$ cat src/rtl/alu_pkg.sv
// rtl/alu_pkg.sv - shared ALU opcodes, stage state encoding and opcode legality helper
package alu_pkg;

    localparam int REG_IDX_W = 5;
    localparam int DATA_W    = 32;
    localparam int OP_W      = 3;

    localparam logic [OP_W-1:0] ALU_ADD = 3'b000;
    localparam logic [OP_W-1:0] ALU_SUB = 3'b001;
    localparam logic [OP_W-1:0] ALU_AND = 3'b010;
    localparam logic [OP_W-1:0] ALU_OR  = 3'b011;
    localparam logic [OP_W-1:0] ALU_SRL = 3'b100;
    localparam logic [OP_W-1:0] ALU_SRA = 3'b101;

    typedef enum logic [1:0] {
        S_IDLE = 2'b00,
        S_EXEC = 2'b01,
        S_WB   = 2'b10
    } state_e;

    // Ops 110 and 111 are unassigned and must never reach the register file
    function automatic logic OP_LEGAL(input logic [OP_W-1:0] op);
        return op <= ALU_SRA;
    endfunction

endpackage

$ cat src/rtl/grf.sv
// rtl/grf.sv - general register file: two async read ports, debug read port, one sync write port, r0 reads zero
module grf
    import alu_pkg::*;
#(
    parameter int RF_DEPTH = 32
) (
    input  logic                 clk,
    input  logic                 reset,
    input  logic [REG_IDX_W-1:0] raddr_a,
    input  logic [REG_IDX_W-1:0] raddr_b,
    input  logic [REG_IDX_W-1:0] dbg_addr,
    output logic [DATA_W-1:0]    rdata_a,
    output logic [DATA_W-1:0]    rdata_b,
    output logic [DATA_W-1:0]    dbg_data,
    input  logic                 we,
    input  logic [REG_IDX_W-1:0] waddr,
    input  logic [DATA_W-1:0]    wdata
);

    logic [DATA_W-1:0] mem_q [RF_DEPTH];
    logic [DATA_W-1:0] mem_d [RF_DEPTH];

    // Next-state of the array: a single write per cycle, r0 and out-of-range indices never stored
    always_comb begin
        mem_d = mem_q;
        if (we && (waddr != '0) && (int'(waddr) < RF_DEPTH)) begin
            mem_d[waddr] = wdata;
        end
    end

    // Array storage; asynchronous reset clears every entry
    always_ff @(posedge clk or posedge reset) begin
        if (reset) begin
            for (int i = 0; i < RF_DEPTH; i++) begin
                mem_q[i] <= '0;
            end
        end else begin
            mem_q <= mem_d;
        end
    end

    // Read ports: index 0 and unimplemented indices return zero
    always_comb begin
        rdata_a  = '0;
        rdata_b  = '0;
        dbg_data = '0;
        if ((raddr_a != '0) && (int'(raddr_a) < RF_DEPTH)) begin
            rdata_a = mem_q[raddr_a];
        end
        if ((raddr_b != '0) && (int'(raddr_b) < RF_DEPTH)) begin
            rdata_b = mem_q[raddr_b];
        end
        if ((dbg_addr != '0) && (int'(dbg_addr) < RF_DEPTH)) begin
            dbg_data = mem_q[dbg_addr];
        end
    end

endmodule

$ cat src/rtl/alu_operand_stage.sv
// rtl/alu_operand_stage.sv - operand fetch / ALU sequencing / write-back stage; OPSTAGE_IMM_EN adds the immediate B source
module alu_operand_stage
    import alu_pkg::*;
#(
    parameter int RF_DEPTH = 32
) (
    input  logic                 clk,
    input  logic                 reset,
    input  logic                 in_valid,
    output logic                 in_ready,
    input  logic [OP_W-1:0]      in_op,
    input  logic [REG_IDX_W-1:0] in_rs,
    input  logic [REG_IDX_W-1:0] in_rt,
    input  logic [REG_IDX_W-1:0] in_rd,
`ifdef OPSTAGE_IMM_EN
    input  logic                 in_imm_sel,
    input  logic [15:0]          in_imm,
`endif
    output logic [DATA_W-1:0]    alu_a,
    output logic [DATA_W-1:0]    alu_b,
    output logic [OP_W-1:0]      alu_op,
    input  logic [DATA_W-1:0]    alu_c,
    output logic                 wb_valid,
    output logic [REG_IDX_W-1:0] wb_addr,
    output logic [DATA_W-1:0]    wb_data,
    output logic                 illegal,
    input  logic [REG_IDX_W-1:0] dbg_addr,
    output logic [DATA_W-1:0]    dbg_data
);

    state_e                 state_q, state_d;
    logic [DATA_W-1:0]      a_q, a_d;
    logic [DATA_W-1:0]      b_q, b_d;
    logic [OP_W-1:0]        op_q, op_d;
    logic [REG_IDX_W-1:0]   rd_q, rd_d;
    logic [DATA_W-1:0]      res_q, res_d;
    logic                   wb_valid_q, wb_valid_d;
    logic [REG_IDX_W-1:0]   wb_addr_q, wb_addr_d;
    logic [DATA_W-1:0]      wb_data_q, wb_data_d;
    logic                   illegal_q, illegal_d;

    logic [DATA_W-1:0]      rf_rs;
    logic [DATA_W-1:0]      rf_rt;
    logic [DATA_W-1:0]      b_src;
    logic                   rf_we;

    grf #(
        .RF_DEPTH (RF_DEPTH)
    ) u_grf (
        .clk      (clk),
        .reset    (reset),
        .raddr_a  (in_rs),
        .raddr_b  (in_rt),
        .dbg_addr (dbg_addr),
        .rdata_a  (rf_rs),
        .rdata_b  (rf_rt),
        .dbg_data (dbg_data),
        .we       (rf_we),
        .waddr    (rd_q),
        .wdata    (res_q)
    );

`ifdef OPSTAGE_IMM_EN
    // B source: add/sub sign-extend the immediate, logic ops and shifts zero-extend it
    always_comb begin
        b_src = rf_rt;
        if (in_imm_sel) begin
            if ((in_op == ALU_ADD) || (in_op == ALU_SUB)) begin
                b_src = {{16{in_imm[15]}}, in_imm};
            end else begin
                b_src = {16'h0000, in_imm};
            end
        end
    end
`else
    // B source: always the rt register
    always_comb begin
        b_src = rf_rt;
    end
`endif

    // Next-state and registered-output logic for the IDLE -> EXEC -> WB sequence
    always_comb begin
        state_d    = state_q;
        a_d        = a_q;
        b_d        = b_q;
        op_d       = op_q;
        rd_d       = rd_q;
        res_d      = res_q;
        wb_valid_d = 1'b0;
        wb_addr_d  = wb_addr_q;
        wb_data_d  = wb_data_q;
        illegal_d  = 1'b0;
        case (state_q)
            S_IDLE: begin
                if (in_valid) begin
                    a_d     = rf_rs;
                    b_d     = b_src;
                    op_d    = in_op;
                    rd_d    = in_rd;
                    state_d = S_EXEC;
                end
            end
            S_EXEC: begin
                // Pulses are set here so they are registered and visible exactly during S_WB
                res_d      = alu_c;
                wb_valid_d = OP_LEGAL(op_q);
                illegal_d  = !OP_LEGAL(op_q);
                if (OP_LEGAL(op_q)) begin
                    wb_addr_d = rd_q;
                    wb_data_d = (rd_q == '0) ? '0 : alu_c;
                end
                state_d = S_WB;
            end
            S_WB: begin
                state_d = S_IDLE;
            end
            default: begin
                state_d = S_IDLE;
            end
        endcase
    end

    // Stage state; asynchronous reset aborts any in-flight write-back
    always_ff @(posedge clk or posedge reset) begin
        if (reset) begin
            state_q    <= S_IDLE;
            a_q        <= '0;
            b_q        <= '0;
            op_q       <= '0;
            rd_q       <= '0;
            res_q      <= '0;
            wb_valid_q <= 1'b0;
            wb_addr_q  <= '0;
            wb_data_q  <= '0;
            illegal_q  <= 1'b0;
        end else begin
            state_q    <= state_d;
            a_q        <= a_d;
            b_q        <= b_d;
            op_q       <= op_d;
            rd_q       <= rd_d;
            res_q      <= res_d;
            wb_valid_q <= wb_valid_d;
            wb_addr_q  <= wb_addr_d;
            wb_data_q  <= wb_data_d;
            illegal_q  <= illegal_d;
        end
    end

    // Register-file write happens on the edge that leaves S_WB
    always_comb begin
        rf_we = (state_q == S_WB) && OP_LEGAL(op_q) && (rd_q != '0);
    end

    assign in_ready = (state_q == S_IDLE);
    assign alu_a    = a_q;
    assign alu_b    = b_q;
    assign alu_op   = op_q;
    assign wb_valid = wb_valid_q;
    assign wb_addr  = wb_addr_q;
    assign wb_data  = wb_data_q;
    assign illegal  = illegal_q;

endmodule

$ cat config.mk
export PLATFORM = sky130hd
export DESIGN_NAME = alu_operand_stage
export DESIGN_NICKNAME = d
export VERILOG_FILES = /design/src/rtl/alu_pkg.sv /design/src/rtl/grf.sv /design/src/rtl/alu_operand_stage.sv
export SDC_FILE = /design/constraint.sdc
export NUM_CORES = 2
export LEC_CHECK = 0
export CAP_MARGIN = 10
export CORE_MARGIN = 5
export CORE_UTILIZATION = 57
export DETAILED_ROUTE_END_ITERATION = 8
export PLACE_DENSITY = 0.86
export SLEW_MARGIN = 20
export SYNTH_ARGS = -nofsm -noshare
export SYNTH_HDL_FRONTEND = slang
export SYNTH_HIERARCHICAL = 1
export SYNTH_SLANG_ARGS = --single-unit
$ cat constraint.sdc
create_clock -name clk -period 34.6 [get_ports clk]
set_clock_uncertainty 0.1 [all_clocks]
set_input_delay 6.92 -clock clk [delete_from_list [all_inputs] [get_ports clk]]
set_output_delay 6.92 -clock clk [all_outputs]
set_load 0.005 [all_outputs]
==> metrics.txt <==
# TYPE chip_impl_metric gauge
chip_impl_info{name="status",value="complete, no violations"} 1
chip_impl_metric{name="syn-instance-count",unit=""} 4748
chip_impl_metric{name="gp_routability_congestion",unit=""} 0.918
chip_impl_metric{name="finish.net_count",unit=""} 4690
chip_impl_metric{name="ys.warnings.count",unit=""} 6
chip_impl_metric{name="route.antenna.remaining_nets",unit=""} 0
chip_impl_metric{name="final.min_clock_period",unit="ps"} 18700
chip_impl_metric{name="synthesis.area",unit="um2"} 68600
chip_impl_metric{name="power_density",unit="nW/um2"} 68.3
chip_impl_metric{name="total_gr_overflow",unit=""} 0
chip_impl_metric{name="max-slew-margin-rel",unit="%"} 15.2
chip_impl_info{name="top_library_cells_by_usage_in_the_layout_fill_and_taps_aside",value="sky130_fd_sc_hd__dfrtp_1, sky130_fd_sc_hd__mux2_2, sky130_fd_sc_hd__mux4_2"} 1
chip_impl_metric{name="post_cts_hold_fix_bufs",unit=""} 0
chip_impl_info{name="timing.critical_path.from_type",value="input pin"} 1
chip_impl_metric{name="path_clk_slew",unit="ps"} 60
chip_impl_metric{name="die_area",unit="um2"} 127000
chip_impl_metric{name="pin_count_of_the_biggest_net_entering_global_routing",unit=""} 115
chip_impl_metric{name="grt_pass1_wl",unit="um"} 341000
chip_impl_metric{name="synth_seq_area_share",unit="%"} 42.7
chip_impl_metric{name="edff_count_synth",unit=""} 0
chip_impl_metric{name="setup_viol",unit=""} 0
chip_impl_info{name="clock_tree.root_cell",value="sky130_fd_sc_hd__clkbuf_16"} 1
chip_impl_info{name="worst_path_most_repeated_cell",value="sky130_fd_sc_hd__buf_4"} 1
chip_impl_metric{name="drt_first_pass_iters",unit=""} 6
chip_impl_metric{name="worstPathMaxFanout",unit=""} 71
chip_impl_metric{name="initial_core_util",unit="%"} 57.3
chip_impl_metric{name="clock_insertion_delay_worst_skew",unit="ps"} 760
chip_impl_metric{name="hold_viol_final",unit=""} 0
chip_impl_metric{name="timing.reg2reg.worst_path_depth",unit=""} 7
chip_impl_metric{name="cellLeakagePower",unit="nW"} 33.2
chip_impl_metric{name="post-route-period-util",unit="%"} 54.0
chip_impl_info{name="worst_setup_path_endpoint",value="dbg_data[29]"} 1
chip_impl_metric{name="design.core.area",unit="um2"} 120000
chip_impl_metric{name="port_buffer_count",unit=""} 196
chip_impl_metric{name="tns",unit="ps"} 0
chip_impl_metric{name="max_slew.worst_pin.slew",unit="ps"} 1270
chip_impl_info{name="rr_startpoint",value="rd_q[2]"} 1
chip_impl_metric{name="dp_hpwl",unit="um"} 132000
chip_impl_metric{name="final_core_utilization",unit="%"} 62.9
chip_impl_metric{name="syn-mean-instance-area",unit="um2"} 14.4
chip_impl_info{name="crit_end_category",value="output port"} 1
chip_impl_metric{name="max-vdd-ir-drop",unit="mV"} 0.0554
chip_impl_info{name="timing.critical_path.from",value="dbg_addr[0]"} 1
chip_impl_metric{name="count_of_final_max_slew_check_failures",unit=""} 0
chip_impl_metric{name="viasPerCell",unit=""} 7.79
chip_impl_metric{name="post-cts-setup-buffers",unit=""} 0
chip_impl_metric{name="clock_tree.htree_level_count",unit=""} 3
chip_impl_info{name="grt_setup_unrepaired",value="false"} 1
chip_impl_metric{name="worst-r2r-setup-slack",unit="ps"} 30150
chip_impl_metric{name="cts.sink_count",unit=""} 1169
chip_impl_metric{name="grt_pass1_vias",unit=""} 50703
chip_impl_metric{name="synth_cell_types",unit=""} 55
chip_impl_metric{name="die_h",unit="um"} 357
chip_impl_metric{name="grt_antenna_before_repair",unit=""} 14
chip_impl_info{name="most_common_cell_after_layout_fill_and_taps_aside",value="sky130_fd_sc_hd__dfrtp_1"} 1
chip_impl_metric{name="synth-seq-cells",unit=""} 1169
chip_impl_metric{name="timing.fmax",unit="GHz"} 0.0535
chip_impl_metric{name="io_pins",unit=""} 197
chip_impl_metric{name="synth-async-reset-ratio",unit="%"} 100
chip_impl_metric{name="timing.critical_path.arrival",unit="ps"} 11680
chip_impl_metric{name="dr.first_iter.drc_count",unit=""} 7379
chip_impl_info{name="setup.worst_path.class",value="in -> out"} 1
chip_impl_metric{name="worst_path_largest_cell_delay",unit="ps"} 1060
chip_impl_metric{name="drive_gt1_share",unit="%"} 44.2
chip_impl_metric{name="drcViolationCount",unit=""} 0
chip_impl_metric{name="postCtsResizedCells",unit=""} 0
chip_impl_metric{name="syn-num-nets",unit=""} 4806
chip_impl_metric{name="num-fill-cells",unit=""} 8247
chip_impl_metric{name="wl",unit="um"} 231000
chip_impl_info{name="critical_path_cell_by_cell",value="buf_8 -> buf_4 -> buf_4 -> nor4b_2 -> buf_4 -> a211oi_1 -> clkdlybuf4s50_1"} 1
chip_impl_metric{name="syn_to_final_growth",unit="%"} 9.75
chip_impl_metric{name="detail_route.wl_per_cell",unit="um"} 36.4
chip_impl_metric{name="via_count",unit=""} 49471
chip_impl_metric{name="overall_global_routing_usage",unit="%"} 36.1
chip_impl_info{name="hp-class",value="reg -> reg"} 1
chip_impl_metric{name="crit_required",unit="ps"} 27580
chip_impl_metric{name="row_count",unit=""} 127
chip_impl_metric{name="cts_buffers",unit=""} 118
chip_impl_info{name="timing.rr.end",value="u_grf/mem_q[219]"} 1
chip_impl_metric{name="max-clock-path-buffers",unit=""} 3
chip_impl_info{name="tritoncts",value="yes"} 1
chip_impl_metric{name="dieWidth",unit="um"} 357
chip_impl_info{name="worst_path_max_delay_cell",value="sky130_fd_sc_hd__a211oi_1"} 1
chip_impl_info{name="ys.flop_type",value="sky130_fd_sc_hd__dfrtp_1"} 1
chip_impl_metric{name="max_cap_viols",unit=""} 0
critical path: cells and delay by family:
kind	cells	cell delay, ps
buffers and inverters	5	3350
AND/OR/NAND/NOR	1	150
AO/OA/AOI/OAI	1	1060
through the flow:
step / total power [W] / worst slack, ps / area (um2) / cells / hold WS (ps)
floorplan: 0.00320 / 13470 / 68600 / 4748 / 358
global placement: 0.00363 / 16200 / 71100 / 6123 / 302
detailed placement: 0.00373 / 16090 / 71100 / 6124 / 306
CTS: 0.00509 / 16090 / 75200 / 6343 / 321
global route: 0.00533 / 15830 / 75200 / 6343 / 328
finish: 0.00514 / 15900 / 75200 / 6351 / 322
cell usage after synthesis (46+ instances only):
cell | count | area, um2
sky130_fd_sc_hd__nor4_1 | 64 | 400
sky130_fd_sc_hd__buf_1 | 54 | 203
sky130_fd_sc_hd__a22o_1 | 73 | 639
sky130_fd_sc_hd__mux2_1 | 122 | 1370
sky130_fd_sc_hd__buf_4 | 46 | 345
sky130_fd_sc_hd__mux2i_1 | 353 | 3530
sky130_fd_sc_hd__o22ai_1 | 66 | 413
sky130_fd_sc_hd__a211oi_1 | 130 | 976
sky130_fd_sc_hd__dfrtp_1 | 1169 | 29300
sky130_fd_sc_hd__buf_2 | 118 | 591
sky130_fd_sc_hd__a21oi_1 | 46 | 230
sky130_fd_sc_hd__clkbuf_1 | 295 | 1110
sky130_fd_sc_hd__mux2_2 | 1076 | 12100
sky130_fd_sc_hd__nor2b_1 | 138 | 863
sky130_fd_sc_hd__mux4_2 | 598 | 13500
sky130_fd_sc_hd__a22oi_1 | 70 | 526
sequential cells by signal, summed over array words and instances (netlist names):
signal	flops
alu_b	32
res_q	32
wb_addr	5
u_grf/mem_q	1024
alu_a	32
alu_op	3
rd_q	5
state_q	2
illegal	1
wb_valid	1
wb_data	32
layout make-up:
cell class	count	area (um2)	area share, %
inverter	4	26.3	0.0349
clock inverter	57	726	0.965
clock buffer	162	3350	4.45
sequential	1169	29300	38.9
timing repair buffer	318	2930	3.89
antenna	8	20.0	0.0266
multi-input combinational	3021	36900	49.1
tap	1612	2020	2.68
report_power, final:
part / leakage, nW / internal [W] / switching (W)
clock network: 2.01 / 0.000788 / 0.000571
registers: 15.8 / 0.00179 / 0.000542
logic: 15.4 / 0.000899 / 0.000551
cell families after synthesis:
family / after synthesis / share of synthesized area, %
buffers and inverters: 558 / 3.98
flip-flops: 1169 / 42.7
AO/OA/AOI/OAI: 526 / 5.95
multiplexers: 2149 / 44.5
AND/OR/NAND/NOR: 346 / 2.92
worst min-delay path by stage:
stage	startpoint	endpoint	slack, ps	cells past startpoint
6_report	u_grf/mem_q[995]	u_grf/mem_q[995]	320	0
5_1_grt	u_grf/mem_q[1005]	u_grf/mem_q[1005]	330	0
4_1_cts	u_grf/mem_q[1005]	u_grf/mem_q[1005]	320	0
3_5_place_dp	u_grf/mem_q[1005]	u_grf/mem_q[1005]	310	0
3_3_place_gp	u_grf/mem_q[1001]	u_grf/mem_q[1001]	300	0
2_1_floorplan	u_grf/mem_q[995]	u_grf/mem_q[995]	360	1
per-layer routing:
layer  wire, um  track usage (%)
met4      17500             21.3
met1      79300             47.3
met5         92           0.0755
met3      38400             15.2
met2      95700             50.4
(Power assumes the default switching activity.)
